`config.mk`:
```
export PLATFORM = sky130hd
export DESIGN_NAME = rr_mux4_arb
export DESIGN_NICKNAME = d
export VERILOG_FILES = /design/src/rtl/rr_mux4_pkg.sv /design/src/rtl/rr_mux4_arb_pick4.sv /design/src/rtl/rr_mux4_arb.sv
export SDC_FILE = /design/constraint.sdc
export NUM_CORES = 1
export LEC_CHECK = 0
export ABC_AREA = 1
export BUFFER_PORTS_ARGS = -buffer_cell sky130_fd_sc_hd__buf_2
export CAP_MARGIN = 20
export CORE_MARGIN = 1.5
export CORE_UTILIZATION = 35
export DETAILED_ROUTE_END_ITERATION = 16
export PLACE_DENSITY_LB_ADDON = 0.2
export SYNTH_ARGS = -nofsm -noshare
export SYNTH_HDL_FRONTEND = slang
export SYNTH_SLANG_ARGS = --single-unit
```
`constraint.sdc`:
```
create_clock -name clk -period 2.25 [get_ports clk]
set_input_delay 0 -clock clk [delete_from_list [all_inputs] [get_ports clk]]
set_output_delay 0 -clock clk [all_outputs]
set_load 0.05 [all_outputs]
```
`src/rtl/rr_mux4_pkg.sv`:
```
// Shared types and constants for the 4-requester round-robin arbiter/mux.
// Holds the FSM state encoding, requester count, hold-limit default and the one-hot helper.
package rr_mux4_pkg;

    typedef enum logic {
        IDLE = 1'b0,
        BUSY = 1'b1
    } arb_state_t;

    localparam int N_REQ        = 4;
    localparam int MAX_HOLD_DEF = 8;
    localparam int HOLD_W       = 4;

    function automatic logic [N_REQ-1:0] onehot4(input logic [1:0] idx);
        return 4'b0001 << idx;
    endfunction

endpackage

```
`src/rtl/rr_mux4_arb_pick4.sv`:
```
// Rotating-priority search: first set req bit starting at last+1 (mod 4),
// with index 'last' itself considered only after the other three.
module rr_pick4 (
    input  logic [3:0] req,
    input  logic [1:0] last,
    output logic       any,
    output logic [1:0] idx
);

    logic [1:0] cand;

    always_comb begin
        any  = |req;
        idx  = last;
        cand = last;
        // Walk from the lowest priority (offset 4 == last) up to last+1 so the
        // highest-priority hit is the final assignment.
        for (int k = 4; k >= 1; k--) begin
            cand = last + 2'(k);
            if (req[cand]) begin
                idx = cand;
            end
        end
    end

endmodule

```
`src/rtl/rr_mux4_arb.sv`:
```
// Round-robin arbiter over 4 requesters with a per-grant hold limit, driving a
// registered 4:1 data mux from the current owner index.
//
// state | meaning
// ------+-----------------------------------------------------------------
// IDLE  | no owner; gnt=0, s keeps previous owner, o holds, valid drops
// BUSY  | owner s holds the grant; o <= I[s] each cycle, valid=1 after 1st
module rr_mux4_arb
    import rr_mux4_pkg::*;
#(
    parameter int MAX_HOLD = MAX_HOLD_DEF
) (
    input  logic       clk,
    input  logic       rst_n,
    input  logic [3:0] req,
    input  logic [3:0] I0,
    input  logic [3:0] I1,
    input  logic [3:0] I2,
    input  logic [3:0] I3,
    output logic [3:0] gnt,
    output logic [1:0] s,
    output logic [3:0] o,
    output logic       valid
);

    localparam logic [HOLD_W-1:0] HOLD_LAST = HOLD_W'(MAX_HOLD - 1);

    arb_state_t        state_q, state_d;
    logic [3:0]        gnt_q, gnt_d;
    logic [1:0]        s_q, s_d;
    logic [1:0]        last_q, last_d;
    logic [HOLD_W-1:0] hold_q, hold_d;
    logic [3:0]        o_q, o_d;
    logic              valid_q, valid_d;

    logic              pick_any;
    logic [1:0]        pick_idx;
    logic [3:0]        sel_data;
    logic              release_now;

    // last_q tracks s_q after the first grant; it differs only out of reset,
    // where the search must start from index 0.
    rr_pick4 u_pick (
        .req  (req),
        .last (last_q),
        .any  (pick_any),
        .idx  (pick_idx)
    );

    always_comb begin
        sel_data = I0;
        case (s_q)
            2'd0: sel_data = I0;
            2'd1: sel_data = I1;
            2'd2: sel_data = I2;
            2'd3: sel_data = I3;
            default: sel_data = I0;
        endcase
    end

    always_comb begin
        state_d     = state_q;
        gnt_d       = gnt_q;
        s_d         = s_q;
        last_d      = last_q;
        hold_d      = hold_q;
        o_d         = o_q;
        valid_d     = valid_q;
        release_now = 1'b0;

        case (state_q)
            IDLE: begin
                valid_d = 1'b0;
                if (pick_any) begin
                    state_d = BUSY;
                    s_d     = pick_idx;
                    last_d  = pick_idx;
                    gnt_d   = onehot4(pick_idx);
                    hold_d  = '0;
                end
            end
            BUSY: begin
                o_d         = sel_data;
                valid_d     = 1'b1;
                release_now = !req[s_q] || (hold_q == HOLD_LAST);
                if (release_now) begin
                    if (pick_any) begin
                        s_d    = pick_idx;
                        last_d = pick_idx;
                        gnt_d  = onehot4(pick_idx);
                        hold_d = '0;
                    end else begin
                        state_d = IDLE;
                        gnt_d   = '0;
                    end
                end else begin
                    hold_d = hold_q + 1'b1;
                end
            end
            default: begin
                state_d = IDLE;
                gnt_d   = '0;
            end
        endcase
    end

    always_ff @(posedge clk or negedge rst_n) begin
        if (!rst_n) begin
            state_q <= IDLE;
            gnt_q   <= '0;
            s_q     <= 2'd0;
            last_q  <= 2'd3;
            hold_q  <= '0;
            o_q     <= '0;
            valid_q <= 1'b0;
        end else begin
            state_q <= state_d;
            gnt_q   <= gnt_d;
            s_q     <= s_d;
            last_q  <= last_d;
            hold_q  <= hold_d;
            o_q     <= o_d;
            valid_q <= valid_d;
        end
    end

    assign gnt   = gnt_q;
    assign s     = s_q;
    assign o     = o_q;
    assign valid = valid_q;

endmodule
```
Word-level counts from Yosys, hierarchy flattened --
Cells that the tools add are included.
Storage, ports and cells: bits in registers 18, bits in latches 0, RAM bits 0, memory bits (read-only) 0, input port bits 22, output and inout port bits 11, word-level logic and storage cells 57, memories kept 0
Operators by class: $add $sub $neg 4, $mul 0, divide/modulo/power cells 0, $lt $le $gt $ge 4, eq/ne operators 6, shifts and indexed selects 1, muxes and demuxes 29, bitwise logic cells 1, reduce and logical (&&, ||, !) cells 5
Operators with widths (count):
- 2-to-1 mux 4 bit | 5
- case mux 4 bit (2 select lines) | 2
- case mux 4 bit (4 select lines) | 1
- 2-to-1 mux 2 bit | 7
- < comparator 2 x 3 -> 1 bit (second input constant) | 4
- binary-select mux 1 bit (select 2 bit) | 4
- case mux 2 bit (2 select lines) | 2
- 2-to-1 mux 1 bit | 6
- adder 2 bit (second input constant) | 2
- adder 4 x 1 -> 4 bit (second input constant) | 1
- equality test 2 bit (second input constant) | 2
- equality test 4 x 3 -> 1 bit (second input constant) | 1
- case mux 1 bit (2 select lines) | 2
- OR reduction 4 bit | 1
- << shifter 1 x 2 -> 4 bit (first input constant) | 1
- adder 2 x 1 -> 2 bit (second input constant) | 1
- equality test 2 x 1 -> 1 bit (second input constant) | 1
- logical NOT 2 bit | 1
- inequality test 2 x 1 -> 1 bit (second input constant) | 1
- inequality test 2 bit (second input constant) | 1
- AND reduction 2 bit | 1
- logical NOT 1 bit | 1
- logical OR 1 bit | 1
- inverter 1 bit | 1

Logic depth before layout (Yosys ltp) --
Gate-level depths: netlist (run 1).
word-level depth 10, mapped depth 13, depth with buffers taken out 12

By module --
From an unflattened synthesis (run 1), not the netlist that was laid out.
Second synthesis, totals: cell total of the unflattened synthesis 159, area, all modules 1149.9 um2
Modules (own cells, without submodules):
- rr_mux4_arb | instances 1, cells each 116, area each 945.9 um2
- rr_pick4 | instances 1, cells each 43, area each 203.9 um2

Worst setup path before layout (run 1) --
No wires, ideal clock.
path type reg-to-reg, start point register s_q[1], in the netlist s[1], end point register s_q[1], in the netlist s[1], library setup time 122 ps, arrival time 1425 ps, slack 703 ps, cell stages (with the launch flop) 10, path through dfrtp_1 inv_2 nor2_2 a21oi_2 nand2_2 nand3_4 nand2_4 inv_4 nand2_1 o21ai_1
On the way: cells in the longest elaborated chain, start to end 5, elaborated cells between the ends (all ways) 8
RTL lines:
- start: declaration | RTL line rr_mux4_arb.sv:30 | logic [1:0] s_q, s_d;
- start signal: assignment | RTL line rr_mux4_arb.sv:111 | s_q <= 2'd0;
- start signal: assignment | RTL line rr_mux4_arb.sv:119 | s_q <= s_d;
- binary-select mux 1 bit (select 2 bit) | RTL line rr_mux4_arb.sv:85 | release_now = !req[s_q] || (hold_q == HOLD_LAST);
- 2-to-1 mux 1 bit (not written as such) | RTL line rr_mux4_arb.sv:85
- logical NOT 1 bit | RTL line rr_mux4_arb.sv:85
- logical OR 1 bit | RTL line rr_mux4_arb.sv:85
- inequality test 2 x 1 -> 1 bit (no line)
Parallel ways exist; a longest one is shown, timed or not. The select of a mux whose other input is x is not followed. A chain may end at the register's enable or synchronous reset.

Worst setup path after layout (run 1) --
start point register s_q[0], in the netlist s[0], end point register o_q[3], in the netlist o[3]
On the way: cells in the longest elaborated chain, start to end 2, elaborated cells between the ends (all ways) 5
RTL lines:
- equality test 2 bit (tied with other cells) | RTL line rr_mux4_arb.sv:52 | case (s_q)
- case mux 4 bit (4 select lines) (*) | RTL line rr_mux4_arb.sv:52
- end signal: assignment | RTL line rr_mux4_arb.sv:114 | o_q <= '0;
- end signal: assignment | RTL line rr_mux4_arb.sv:122 | o_q <= o_d;
- end: declaration | RTL line rr_mux4_arb.sv:33 | logic [3:0] o_q, o_d;
Mark *: on every way between the ends. The rest lies on a longest branch, timed or not.

==> results_dict.tcl, run 1 <==
set metrics [dict create \
    period_needed_ps 1701 \
    final.setup.tns_ps 0 \
    cts_sinks 18 \
    cp.required_ps 2480 \
    crit_path_end_kind "flip-flop" \
    drcViolationCount 0 \
    powerDensity_nw_per_um2 1479 \
    slew_headroom_pct 74.30 \
    report.final.slew_viol_count 0 \
    start_kind "flip-flop" \
    hold_path_class "in -> reg" \
    cts_root_buf "clkbuf_4" \
    finalPower_w 0.001980 \
    tightest_slew_ps 385.5 \
    diodes 0 \
    finalHoldViolCount 0 \
    startpoint "s[0]$_DFFE_PN0P_" \
    path_class "reg -> reg" \
    synth_largest_area_cell "dfrtp_1" \
    yosysWarnings 0 \
    crit_path_max_fanout 7 \
    r2r-start "s[0]$_DFFE_PN0P_" \
    drive_above_1_share_pct 28.49 \
    finClkSkew_ps 10.81 \
    layout_common_cells "nand2_1 (61), buf_2 (32), dfrtp_1 (16)" \
    die_h_um 58.42 \
    clk_latency_ps 290 \
    dp_hpwl_um 1833 \
    cap_violations 0 \
    syn_inst 146 \
    met1_usage_pct 20.17 \
    gr-max-usage-layer "met2" \
    grt_first_pass_wirelength_um 4036 \
    max-vdd-ir-drop_mv 0.8471 \
    leakage_nw 0.7311 \
    min_from "I1[2]" \
    place.gp.congestion 0.8152 \
    route.detailed.wl_per_inst_um 10.46 \
    portBuffers 32 \
    pin_count 33 \
    synth_area_leaders "dfrtp_1 (37%), nand2_1 (21%), nand3_1 (5.1%)" \
    synth.avg_cell_area_um2 7.362 \
    synth_top_area_share_pct 37.25 \
    rsz0062_at_grt "false" \
    core-area_um2 2829 \
    area_growth_pct 24.56 \
    postRouteAntennaNets 0 \
    syn-cell-area_um2 1075 \
    ys_seq_area_share_pct 42.14 \
    firstDrtPassIters 5 \
    antenna_found_initial 0 \
    final_util_pct 47.32 \
    vias_per_cell 4.719 \
    drt_iter0_drc 27 \
    grt_usage_pct 15.50 \
    clockBufferDepth 2 \
    cp.arrival_ps 1930 \
    die_area_um2 3412 \
    cts_tree "yes" \
    vias 1024 \
    synth-seq-cells 18 \
    htree_levels 1 \
    ys_types 26 \
    cts_buffers 3 \
    status "finished, final reports clean" \
    fin_nets 210 \
    grtUsageMet3_pct 4.615 \
    met2_usage_pct 25.20 \
    setup_viol 0 \
    drt_wl_total_um 2269 \
    place_ws_ps 743.2 \
    clkTransAtPathRegs_ps 90 \
    grt_pass1_vias 924 \
    syn_nets 169 \
    grt_max_degree 19 \
    row_count 19 \
    overflow 0 \
    start_util_pct 37.99 \
    fin_ws_ps 548.6 \
    cts_setup_buffers 0 \
    final_common_cell "nand2_1" \
    die_w_um 58.42 \
    max_freq_ghz 0.5878 \
    period_share_pct 75.62 \
]
==> routing by layer <==
layer,share of wire [%],up-vias
met5,0,-
met4,0.93,0
met3,7.1,2
met2,45,36
met1,47,438
li1,-,548
==> synthesized netlist by cell type (all sizes together) <==
cell	number
a21oi	3
a221oi	2
a41oi	2
buf	1
dfrtp	16
dfstp	2
ha	1
inv	17
nand2	68
nand3	12
nor2	7
o21ai	11
o22ai	1
o31ai	1
xnor2	1
xor2	1
==> final cells by class <==
type / instances / area (µm²)
clock buffer: 4 / 26.28
timing repair buffer: 37 / 210.2
inverter: 17 / 71.32
multi-input combinational: 110 / 539.3
fill: 268 / 1490
sequential: 18 / 452.9
tap: 31 / 38.79
==> cells by family after synthesis <==
group                      Yosys count  share of synthesized area (%)
xor gates and xnor gates             2                          1.630
and+or+nand+nor                     87                          35.27
AOI/OAI and AO/OA                   20                          12.11
buffers and inverters               18                          7.684
adders and majority gates            1                          1.164
DFF                                 18                          42.14
==> worst paths after layout <==
check	endpoint	slack, ps	cells after the start
worst min register to register	gnt[2]$_DFFE_PN0P_	480	2
worst min-delay path	o[2]$_DFFE_PN0P_	10	3
min in group asynchronous	gnt[0]$_DFFE_PN0P_	150	2
max in group asynchronous	last_q[0]$_DFFE_PN1P_	1770	2
worst max-delay path	o[3]$_DFFE_PN0P_	550	5
worst max register to register	o[3]$_DFFE_PN0P_	550	5
==> flip-flops by register name, summed over array words and instances, names as in the netlist <==
register,flops
gnt,4
hold_q,4
o,4
last_q,2
s,2
state_q,1
valid,1
==> through the flow <==
step                      instances  cell area, µm²  hold WS [ps]
after floorplan                 146            1075        -295.6
after global placement          208            1262        -48.96
after detailed placement        208            1262        -52.39
after CTS                       217            1339         5.716
after global routing            217            1339         27.20
final                           217            1339         11.65
==> power breakdown <==
group          total (W)  switching [W]  internal (W)  leakage, nW
Clock           0.000165      0.0000958     0.0000689       0.0150
Combinational    0.00124       0.000849      0.000388        0.497
Sequential      0.000578       0.000118      0.000460        0.219
Total            0.00198        0.00106      0.000917        0.731
==> critical path, cell delays in order (launching register included) <==
cell,delay [ps]
dfrtp_1,470
inv_1,100
nor2_1,230
nand2_1,90
a41oi_1,200
dlygate4sd3_1,570
==> repair_timing <==
item,CTS,global route
endpoints found under the hold margin,20,0
setup endpoints to repair,0,0
resized for setup,0,0
hold buffers,5,0
Power figures use the tool's default switching activity.
==> run 2, diff against run 1 <==
==> constraint.sdc (replaced) <==
create_clock -name clk -period 1.5 [get_ports clk]
set_input_delay 0 -clock clk [delete_from_list [all_inputs] [get_ports clk]]
set_output_delay 0 -clock clk [all_outputs]
set_load 0.05 [all_outputs]
==> results_dict.tcl, run 2 (synthesis results as in run 1) <==
set metrics [dict create \
    grt_usage_pct 16.75 \
    rsz0062_at_grt "true" \
    p_switching_w 0.001808 \
    n_fill_cell 266 \
    finalPower_w 0.003386 \
    top_layer "met4" \
    switching_share_pct 53.38 \
    violations "setup timing" \
    core-area_um2 2829 \
    vias_per_cell 4.894 \
    overflow 0 \
    dp_hpwl_um 1872 \
    cts_tree "yes" \
    cp.required_ps 1700 \
    path_class "reg -> reg" \
    status "finished, violations left" \
    crit_path_max_fanout 8 \
    place.gp.congestion 0.8177 \
    firstDrtPassIters 4 \
    drt_wl_total_um 2624 \
    internal_power_w 0.001578 \
    postRouteAntennaNets 0 \
    setup_viol 3 \
    antenna_found_initial 0 \
    period_share_pct 102.3 \
    fin_ws_ps -33.81 \
    layout_common_cells "nand2_1 (45), buf_2 (32), nand2_2 (18)" \
    grt_max_degree 19 \
    report.final.slew_viol_count 0 \
    diodes 0 \
    p_comb_share_pct 66.5 \
    drcViolationCount 0 \
    tightest_slew_ps 391.9 \
    htree_levels 1 \
    leakage_nw 0.8002 \
    die_area_um2 3412 \
    clk_latency_ps 290 \
    drt_iter0_drc 22 \
    slew_headroom_pct 73.87 \
    place_ws_ps -14.03 \
    path_cells "buf_12 > inv_8 > nand2_2 > nand2_2 > nand2_2 > nand2_2 > nand2_2 > nand2_2 > nand2_2 > nand2_4 > nand2_2 > o21ai_2" \
    stdcell_area_um2 1534 \
    cts_root_buf "clkbuf_4" \
    clkPwrFrac_pct 8.8 \
    place_area_um2 1265 \
    start_kind "flip-flop" \
    die_w_um 58.42 \
    period_needed_ps 1534 \
    cp_slowest_cell "dfstp_2" \
    fin_nets 219 \
    finalHoldViolCount 0 \
    final.setup.tns_ps -62.02 \
    die_h_um 58.42 \
    met1_length_um 1169 \
    cp.arrival_ps 1730 \
    wl_met2_um 1284 \
    cp_slowest_stage_delay_ps 570 \
    grt_first_pass_wirelength_um 4291 \
    clkTransAtPathRegs_ps 100 \
    area_growth_pct 42.72 \
    final_common_cell "nand2_1" \
    hold_path_class "in -> reg" \
    grt_pass1_vias 998 \
    portBuffers 32 \
    row_count 19 \
    max-vdd-ir-drop_mv 1.265 \
    powerDensity_nw_per_um2 2207 \
    finClkSkew_ps 3.448 \
    cts_buffers 3 \
    clockBufferDepth 2 \
    vias 1106 \
    wl_met3_um 126 \
    crit_path_end_kind "flip-flop" \
    start_util_pct 37.99 \
    seqPwrFrac_pct 24.7 \
    pin_count 33 \
    cts_sinks 18 \
    route.detailed.wl_per_inst_um 11.61 \
    drive_above_1_share_pct 41.03 \
    cap_violations 0 \
    path_common_cell "nand2_2" \
    timing.hold.ws_ps 24.08 \
    max_freq_ghz 0.6520 \
]
## run 2: cell types whose count changed in the layout (fill, tap and decap cells not counted), moves of 2 or more
| cell | previous run | this run |
|---|---|---|
| nand3_1 | 11 | 9 |
| dlygate4sd3_1 | 5 | 11 |
| dfrtp_2 | 0 | 2 |
| buf_4 | 0 | 2 |
| o21ai_2 | 2 | 4 |
| o21ai_1 | 4 | 2 |
| nand2_4 | 1 | 5 |
| dfrtp_1 | 16 | 14 |
| nand2_1 | 61 | 45 |
| nand2_2 | 6 | 18 |
## run 2: path summary, 6_finish.rpt
kind                                             from                     to  slack (ps)  cells past startpoint
worst max register to register  last_q[0]$_DFFE_PN1P_       s[0]$_DFFE_PN0P_         -30                     12
worst max-delay path            last_q[0]$_DFFE_PN1P_       s[0]$_DFFE_PN0P_         -30                     12
worst min register to register     gnt[2]$_DFFE_PN0P_     gnt[2]$_DFFE_PN0P_         480                      2
min in group asynchronous                       rst_n    hold_q[3]$_DFF_PN0_         150                      2
worst min-delay path                            I0[1]       o[1]$_DFFE_PN0P_          20                      3
max in group asynchronous                       rst_n  last_q[1]$_DFFE_PN1P_        1030                      2
## run 2: worst max-delay path, delay by kind of cell (launching register included)
kind / cells / cell delay (ps)
flops: 1 / 570
compound gates: 1 / 50
buf+inv: 2 / 170
simple gates: 9 / 630
## run 2: power groups by stage
stage / Sequential [W] / Combinational (W) / Clock (W)
after floorplan: 0.00123 / 0.00110 / 0
after global placement: 0.000874 / 0.00179 / 0
after detailed placement: 0.000877 / 0.00182 / 0
after CTS: 0.000840 / 0.00195 / 0.000310
after global routing: 0.000858 / 0.00248 / 0.000335
final: 0.000836 / 0.00225 / 0.000298
## run 2: repair_timing
item / 4_1_cts / 5_1_grt
setup buffers: 2 / 1
hold endpoints to repair: 22 / 0
hold buffers: 11 / 0
resized for setup: 2 / 27
setup endpoints to repair: 6 / 8
pin swaps: 0 / 11
## run 2: final cells by class
| class | instances | area (µm²) | area share [%] |
|---|---|---|---|
| Timing Repair Buffer | 46 | 305.3 | 19.90 |
| Tap cell | 31 | 38.79 | 2.529 |
| Sequential cell | 18 | 455.4 | 29.69 |
| Clock buffer | 4 | 36.28 | 2.365 |
| Multi-Input combinational cell | 110 | 624.3 | 40.70 |
| Inverter | 17 | 73.82 | 4.812 |
## run 2: layer usage
metal / global-route usage, % / up-vias
li1: - / 566
met1: 21.28 / 496
met2: 28.25 / 38
met3: 3.956 / 6
met4: 4.983 / 0
met5: 0 / -
## run 2: per-stage QoR
step / util (%) / cells
after floorplan: - / 146
after global placement: 44.71 / 208
after detailed placement: 44.71 / 208
after CTS: 50.91 / 225
after global routing: 54.22 / 226
final: 54.22 / 226
